File: src/rtl/state_reg_arbiter.sv
// -----------------------------------------------------------------------------
// state_reg_arbiter
//
// Round-robin arbiter and sequencer for a shared 2-bit state register (two
// D flip-flops capturing X/Y and driving a 4-bit decoded Z). NREQ requesters
// compete to load a 2-bit code. The winner's code is driven onto x_out/y_out
// and held for HOLD_CYCLES cycles. At the end of the hold, the register's
// decoded Z (z_in) is compared with the expected decode of the held code. A
// match produces a one-cycle done pulse to the owner. A mismatch sets the
// sticky err flag.
//
// Ports
//   clk    : system clock, all state updates on the rising edge
//   reset  : synchronous, active-high reset
//   req    : request level per requester
//   code   : per-requester code, code[2i+1]=X, code[2i]=Y
//   z_in   : decoded Z read back from the state register
//   x_out  : drives the register X input (registered)
//   y_out  : drives the register Y input (registered)
//   gnt    : one-hot grant pulse, 1 cycle (registered)
//   done   : one-hot load-confirmed pulse, 1 cycle (registered)
//   busy   : high while a code is being held (registered)
//   err    : sticky Z-mismatch flag, cleared only by reset (registered)
// -----------------------------------------------------------------------------
module state_reg_arbiter #(
    parameter int NREQ        = 4,   // 2..8
    parameter int HOLD_CYCLES = 2    // 2..16
) (
    input  logic              clk,
    input  logic              reset,
    input  logic [NREQ-1:0]   req,
    input  logic [2*NREQ-1:0] code,
    input  logic [3:0]        z_in,
    output logic              x_out,
    output logic              y_out,
    output logic [NREQ-1:0]   gnt,
    output logic [NREQ-1:0]   done,
    output logic              busy,
    output logic              err
);

    localparam int            PW     = $clog2(NREQ);
    localparam logic [PW:0]   NREQ_W = (PW+1)'(NREQ);
    localparam logic [PW-1:0] LAST   = PW'(NREQ - 1);
    localparam logic [3:0]    CNT_LD = 4'(HOLD_CYCLES - 1);

    typedef enum logic {IDLE, HOLD} state_t;

    state_t            state_q, state_d;
    logic [PW-1:0]     ptr_q,   ptr_d;
    logic [PW-1:0]     owner_q, owner_d;
    logic [3:0]        cnt_q,   cnt_d;
    logic              x_q,     x_d;
    logic              y_q,     y_d;
    logic [NREQ-1:0]   gnt_q,   gnt_d;
    logic [NREQ-1:0]   done_q,  done_d;
    logic              busy_q,  busy_d;
    logic              err_q,   err_d;

    // Per-requester view of the packed code bus.
    logic [1:0] code_arr [NREQ];
    for (genvar g = 0; g < NREQ; g++) begin : g_code
        assign code_arr[g] = code[2*g+1 -: 2];
    end

    // Expected register decode for s1=X, s0=Y.
    function automatic logic [3:0] decode_z(input logic s1, input logic s0);
        return {s1 & s0, s1 & ~s0, s1 ^ s0, s0};
    endfunction

    // Round-robin search: first set req at or after ptr, wrapping modulo NREQ.
    logic          found;
    logic [PW-1:0] win;
    logic [PW:0]   sum;

    // NOTE: every signal assigned in always_comb gets a default first, so no
    // path leaves it unassigned and no latch is inferred.
    always_comb begin
        found = 1'b0;
        win   = '0;
        sum   = '0;
        for (int i = 0; i < NREQ; i++) begin
            sum = {1'b0, ptr_q} + (PW+1)'(i);
            if (sum >= NREQ_W) begin
                sum = sum - NREQ_W;
            end
            if (!found && req[sum[PW-1:0]]) begin
                found = 1'b1;
                win   = sum[PW-1:0];
            end
        end
    end

    // Next-state and registered-output logic.
    always_comb begin
        state_d = state_q;
        ptr_d   = ptr_q;
        owner_d = owner_q;
        cnt_d   = cnt_q;
        x_d     = x_q;
        y_d     = y_q;
        gnt_d   = '0;
        done_d  = '0;
        busy_d  = busy_q;
        err_d   = err_q;

        unique case (state_q)
            IDLE: begin
                if (found) begin
                    {x_d, y_d} = code_arr[win];
                    gnt_d      = NREQ'(1) << win;
                    owner_d    = win;
                    ptr_d      = (win == LAST) ? '0 : win + 1'b1;
                    cnt_d      = CNT_LD;
                    busy_d     = 1'b1;
                    state_d    = HOLD;
                end
            end
            HOLD: begin
                if (cnt_q != 4'd0) begin
                    cnt_d = cnt_q - 4'd1;
                end else begin
                    // z_in has been valid since one edge after the code was
                    // driven, so the register output is settled here.
                    if (z_in == decode_z(x_q, y_q)) begin
                        done_d = NREQ'(1) << owner_q;
                    end else begin
                        err_d = 1'b1;
                    end
                    busy_d  = 1'b0;
                    state_d = IDLE;
                end
            end
            default: state_d = IDLE;
        endcase
    end

    // NOTE: sequential state uses non-blocking assignments so every register
    // samples its pre-edge inputs, independent of statement order.
    always_ff @(posedge clk) begin
        if (reset) begin
            state_q <= IDLE;
            ptr_q   <= '0;
            owner_q <= '0;
            cnt_q   <= '0;
            x_q     <= 1'b0;
            y_q     <= 1'b0;
            gnt_q   <= '0;
            done_q  <= '0;
            busy_q  <= 1'b0;
            err_q   <= 1'b0;
        end else begin
            state_q <= state_d;
            ptr_q   <= ptr_d;
            owner_q <= owner_d;
            cnt_q   <= cnt_d;
            x_q     <= x_d;
            y_q     <= y_d;
            gnt_q   <= gnt_d;
            done_q  <= done_d;
            busy_q  <= busy_d;
            err_q   <= err_d;
        end
    end

    assign x_out = x_q;
    assign y_out = y_q;
    assign gnt   = gnt_q;
    assign done  = done_q;
    assign busy  = busy_q;
    assign err   = err_q;

endmodule

File: config.mk
export PLATFORM = sky130hd
export DESIGN_NAME = state_reg_arbiter
export DESIGN_NICKNAME = d
export VERILOG_FILES = /design/src/rtl/state_reg_arbiter.sv
export SDC_FILE = /design/constraint.sdc
export NUM_CORES = 1
export LEC_CHECK = 0
export CORE_MARGIN = 2
export CORE_UTILIZATION = 49
export DETAILED_ROUTE_END_ITERATION = 8
export GPL_ROUTABILITY_DRIVEN = 0
export GPL_TIMING_DRIVEN = 0
export PLACE_DENSITY_LB_ADDON = 0.12
export SLEW_MARGIN = 20
export SYNTH_ARGS = -nofsm -noshare
export SYNTH_HDL_FRONTEND = slang
export SYNTH_SLANG_ARGS = --single-unit
File: constraint.sdc
create_clock -name clk -period 4.45 [get_ports clk]
set_input_delay 0.445 -clock clk [delete_from_list [all_inputs] [get_ports clk]]
set_output_delay 0.445 -clock clk [all_outputs]
set_load 0.05 [all_outputs]
==> reports/qor.txt, run 1 <==
Pin count of the biggest net entering global routing = 13
Crit path buf inv count = 1
Status = completed
Starting Density = 51.4%
Crit start category = flip-flop
Share of layout cells above drive strength 1 = 8.57%
Die Wd = 48.9 um
Reg2reg setup slack = 2.67 ns
Slowest CP cell = clkdlybuf4s50_1
CP Cell Sequence = clkdlybuf4s50_1
Crit path capture = x_out
Fmax = 502 MHz
Worst skew pair latency = 0.31 ns
I/O pin count = 30
Yosys cell types = 35
Post-DRT Antenna Nets = 0
Max Slew Vio Count = 0
Worst R2R Start = y_out$_SDFFE_PP0P_
Syn_nets = 128
DIE AREA = 2390 um^2
Worst slew pin tran = 0.605 ns
Finished layout cell area = 1340 um^2
CTS root buf = clkbuf_4
GRT overflow = 0
First-pass GRT wire length = 3.54 mm
Routed WL per cell = 12.2 um
Worst Path Max Fanout = 4
Fin Hold WS = 0.479 ns
Critical path required time = 4.01 ns
Port Buffer Count = 29
Post-route minimum period = 1.99 ns
Post-layout util = 69.7%
Critical R2R Capture = done[0]$_SDFF_PP0_
Post-synth top area share = 42.6%
Vias in the first global route = 798
Final Power = 0.480 mW
Fin. Hold Viols = 0
DRT iter0 DRCs = 9
Critical Path Start = x_out$_SDFFE_PP0P_
Drt pass-1 iters = 6
Dpl cell area = 1310 um^2
Power Density = 358 nW/um^2
Synth Register Bits = 21
CP Depth = 1
Reg clk slew, reported paths = 0.12 ns
Cell taking the most area after synthesis = dfxtp_1
TritonCTS clock tree = built
Clk sink count = 21
Post-DP HPWL = 1.56 mm
Core Region = 1920 um^2
Area grow syn2layout = 35.6%
Crit path kind = reg -> out
DRC viols = 0
Number of buffers created by CTS = 3
RSZ-0062 raised after global routing = false
Resized Gates After CTS = 0
Crit path DAT = 1.55 ns
Initial antenna violation count = 0
Largest cells by area after synthesis = dfxtp_1, nor2_1, mux2i_1
Lkg Pwr = 0.494 nW
H-tree depth = 1
Layout Nets = 162
Endpoints failing setup = 0
GRT Total Usage = 19.4%
CP Capture Type = output port
Max_slew headroom = 59.5%
Vias per inst = 5.11
CTS max path bufs = 2
MaxCap Viol Count = 0
Synthesized area per cell = 9.23 um^2
Die Span Y = 48.9 um
Worst-case reg-to-reg path depth = 6
CP peak stage delay = 0.83 ns
Worst Skew = 0.000904 ns
Fin crit share = 44.7%
Hold Crit Class = reg -> reg
Total wire length = 2.04 mm
Peak supply drop = 0.213 mV
Post-Syn Area = 987 um^2
Hold-fix buffers, CTS = 0
# rows = 16
Post-CTS Setup Inserts = 0
Yosys warns = 0
Cells after synthesis = 107
Diodes inserted = 0
Sequential area share after synthesis = 42.6%
Post-Route Setup TNS = 0 ns
Via count = 854
Cell family with most CP delay = buffers and inverters
-- state kept, by name (all words and copies together), names as in the netlist --
name and cells:
ptr_q 2, x_out 1, gnt 4, state_q 1
y_out 1, owner_q 2, err 1, done 4
busy 1, cnt_q 4
-- Yosys cell counts (all sizes together) --
cell and count:
a211oi 3, a21oi 8, a22oi 1, a2bb2oi 1, a31oi 1, and3 1, and3b 1, buf 1
clkbuf 2, dfxtp 21, ha 3, inv 6, mux2i 4, nand2 7, nand2b 4, nand3 2
nand3b 1, nand4 2, nor2 14, nor2b 1, nor3 6, nor3b 3, nor4 1, o211ai 1
o21a 1, o221ai 2, o22ai 1, or2 1, or3 1, xnor2 4, xor2 2
-- per-layer routing --
layer | global-route usage (%) | vias up | wire length (um) | share of wire, %
met5 | 0 | - | 0 | 0
li1 | - | 445 | - | -
met2 | 34.7 | 16 | 1030 | 50
met3 | 3.37 | 5 | 52 | 2.5
met1 | 21.8 | 388 | 910 | 45
met4 | 10.0 | 0 | 49 | 2.4
-- worst min-delay path, delay by kind of cell, from the launching register on --
kind / cells / cell delay (ns)
and+or+nand+nor: 2 / 0.09
DFF: 1 / 0.36
-- area by class of cell --
class / count / area, um^2
fillers: 165 / 583
multi-input cells: 77 / 526
flip-flops and latches: 21 / 420
repair buffers: 29 / 290
well taps: 27 / 33.8
clock buffers: 3 / 22.5
inverters: 6 / 22.5
plain buffers: 3 / 18.8
clock inverters: 1 / 5.00
-- kinds of logic after synthesis --
| family | count (synthesis) | share of synthesized area (%) |
|---|---|---|
| simple gates | 45 | 24.6 |
| flops | 21 | 42.6 |
| compound gates | 19 | 15.5 |
| buf+inv | 9 | 4.18 |
| xor+xnor | 6 | 5.32 |
| mux | 4 | 4.06 |
| fa+ha+maj | 3 | 3.80 |
-- worst min-delay path by stage --
stage	cells past startpoint	slack, ns	start	end
2_1_floorplan	1	0.43	owner_q[1]$_SDFFE_PP0P_	done[1]$_SDFF_PP0_
3_3_place_gp	1	0.45	owner_q[1]$_SDFFE_PP0P_	done[1]$_SDFF_PP0_
3_5_place_dp	1	0.46	owner_q[1]$_SDFFE_PP0P_	done[1]$_SDFF_PP0_
4_1_cts	2	0.48	owner_q[0]$_SDFFE_PP0P_	done[1]$_SDFF_PP0_
5_1_grt	1	0.51	owner_q[1]$_SDFFE_PP0P_	done[1]$_SDFF_PP0_
6_report	2	0.48	owner_q[0]$_SDFFE_PP0P_	done[1]$_SDFF_PP0_
-- power breakdown --
part / internal (mW) / switching, mW / leakage (nW) / total, mW
Combinational: 0.0727 / 0.0922 / 0.304 / 0.165
Sequential: 0.206 / 0.0150 / 0.172 / 0.221
Clock: 0.0337 / 0.0605 / 0.0177 / 0.0941
-- layout by cell type (no fill, tap or decap), types with 2 or more instances in the layout --
cell type and instances:
a21oi_1 7, nand4_1 2, nand2b_1 4, nor2_1 12, clkbuf_4 3, clkdlybuf4s50_1 29
nand2_1 7, dfxtp_1 21, inv_1 6, mux2i_1 4, clkbuf_1 2, xor2_1 2
ha_1 3, o221ai_1 2, a211oi_1 2, xnor2_1 4, nor3_1 6, nor3b_1 3
nand3_1 2
-- through the flow --
step | setup slack (ns) | std cells
final | 2.46 | 167
after floorplan | 2.62 | 107
after global placement | 2.36 | 163
after global routing | 2.39 | 167
after detailed placement | 2.33 | 163
after CTS | 2.45 | 167
No activity file was read; power rests on OpenSTA's default activity.
==> run 2, diff against run 1 <==
--- a/config.mk
+++ b/config.mk
@@ -6,7 +6,7 @@
 export NUM_CORES = 1
 export LEC_CHECK = 0
 export CORE_MARGIN = 2
-export CORE_UTILIZATION = 49
+export CORE_UTILIZATION = 41
 export DETAILED_ROUTE_END_ITERATION = 8
 export GPL_ROUTABILITY_DRIVEN = 0
 export GPL_TIMING_DRIVEN = 0
==> constraint.sdc (replaced) <==
create_clock -name clk -period 1.7 [get_ports clk]
set_input_delay 0.17 -clock clk [delete_from_list [all_inputs] [get_ports clk]]
set_output_delay 0.17 -clock clk [all_outputs]
set_load 0.05 [all_outputs]
==> reports/qor.txt, run 2 (same netlist as run 1, synthesis figures left out) <==
Status = completed
Worst Path Max Fanout = 4
Fin Hold WS = 0.448 ns
First-pass GRT wire length = 3.10 mm
Pin count of the biggest net entering global routing = 13
Initial antenna violation count = 0
Post-route minimum period = 1.65 ns
DIE AREA = 2820 um^2
Hold-fix buffers, CTS = 0
Post-layout util = 60.4%
Switching pwr = 0.428 mW
MaxCap Viol Count = 0
Most frequent cells in the layout = clkdlybuf4s50_1, dfxtp_1, nor2_1, nand2_1, a21oi_1
Power Density = 920 nW/um^2
Clock power share = 18.7%
Cell family with most CP delay = buffers and inverters
H-tree depth = 1
DR WL met2 = 881 um
I/O pin count = 30
Share of layout cells above drive strength 1 = 14.3%
Internal = 0.826 mW
Endpoints failing setup = 0
Fin. Hold Viols = 0
Dpl cell area = 1320 um^2
Max_slew headroom = 58.1%
Via count = 824
Crit path DAT = 1.48 ns
Crit start category = flip-flop
Vias per inst = 4.90
Fin crit share = 96.9%
CP peak stage delay = 0.80 ns
Die Span Y = 53.1 um
Finished layout cell area = 1360 um^2
Switching portion of total power = 34.1%
GRT Total Usage = 15.2%
Diodes inserted = 0
Critical path required time = 1.53 ns
TritonCTS clock tree = built
CTS max path bufs = 2
Slowest CP cell = clkdlybuf4s50_1
DRT iter0 DRCs = 15
Post-DRT Antenna Nets = 0
Dpl ws = -0.159 ns
Total wire length = 1.93 mm
Reg clk slew, reported paths = 0.11 ns
Layout Nets = 162
Starting Density = 43.8%
Met3 routed WL = 77 um
Worst Skew = 0.00200 ns
Lkg Pwr = 0.503 nW
Post-Route Setup TNS = 0 ns
Core Region = 2250 um^2
Routed WL per cell = 11.5 um
GRT overflow = 0
Peak supply drop = 0.646 mV
M1 wire length = 966 um
Worst slew pin tran = 0.626 ns
Final Power = 1.25 mW
Die Wd = 53.1 um
Final instance count without filler cells = 168
Vias in the first global route = 731
Sequential power share = 46.4%
Logic pwr share = 34.9%
CP Cell Sequence = clkdlybuf4s50_1
Post-DP HPWL = 1.49 mm
Worst skew pair latency = 0.30 ns
Fmax = 607 MHz
Clk sink count = 21
Crit path buf inv count = 1
Area grow syn2layout = 38.0%
Port Buffer Count = 29
Final setup margin = 0.0523 ns
Number of buffers created by CTS = 3
Top layer in use = met4
Drt pass-1 iters = 4
Commonest non-fill, non-tap cell in the layout = clkdlybuf4s50_1
CP Capture Type = output port
Max Slew Vio Count = 0
DRC viols = 0
Crit path kind = reg -> out
Hold Crit Class = reg -> reg
# rows = 17
CTS root buf = clkbuf_4
Placed Cells = 164
-- run 2: cell types whose count changed in the layout (fill, tap and decap cells not counted) --
cell and change:
nor3b_1 -1, mux2i_1 -1, clkbuf_1 -1, nor3_1 -1, nor3b_2 +1, dfxtp_2 +4, buf_4 +1, nor3_2 +1
mux2i_2 +1, dfxtp_1 -4
-- run 2: path summary, 6_finish.rpt --
check | startpoint | to | slack, ns | depth (start not counted)
max reg2reg | y_out$_SDFFE_PP0P_ | done[0]$_SDFF_PP0_ | 0.16 | 6
min | cnt_q[0]$_SDFFE_PP0P_ | cnt_q[0]$_SDFFE_PP0P_ | 0.45 | 1
min reg2reg | cnt_q[0]$_SDFFE_PP0P_ | cnt_q[0]$_SDFFE_PP0P_ | 0.45 | 1
max | x_out$_SDFFE_PP0P_ | x_out | 0.05 | 1
-- run 2: layout make-up --
type	instances	area, um^2
buffer	3	22.5
clock buffer	3	22.5
clock inverter	1	5.00
sequential	21	425
timing repair buffer	29	290
tap	28	35.0
fill	219	892
inverter	6	22.5
multi-input combinational	77	539
-- run 2: repair_timing --
action | CTS | global route
setup buffers | 0 | 0
gates resized for setup | 1 | 7
endpoints found under the hold margin | 0 | 0
pin swaps | 0 | 1
setup endpoints to repair | 2 | 11
gates cloned | 0 | 0
-- run 2: per-layer routing --
metal | GRT usage (%) | up-vias
li1 | - | 437
met1 | 19.2 | 372
met2 | 24.8 | 13
met3 | 2.54 | 2
met4 | 7.69 | 0
met5 | 0 | -
-- run 2: power groups by stage --
stage,Combinational [mW],Clock (mW),Sequential [mW]
final,0.437,0.235,0.582
after global routing,0.475,0.256,0.590
after CTS,0.432,0.243,0.580
after detailed placement,0.429,0,0.591
after global placement,0.424,0,0.589
after floorplan,0.226,0,0.662
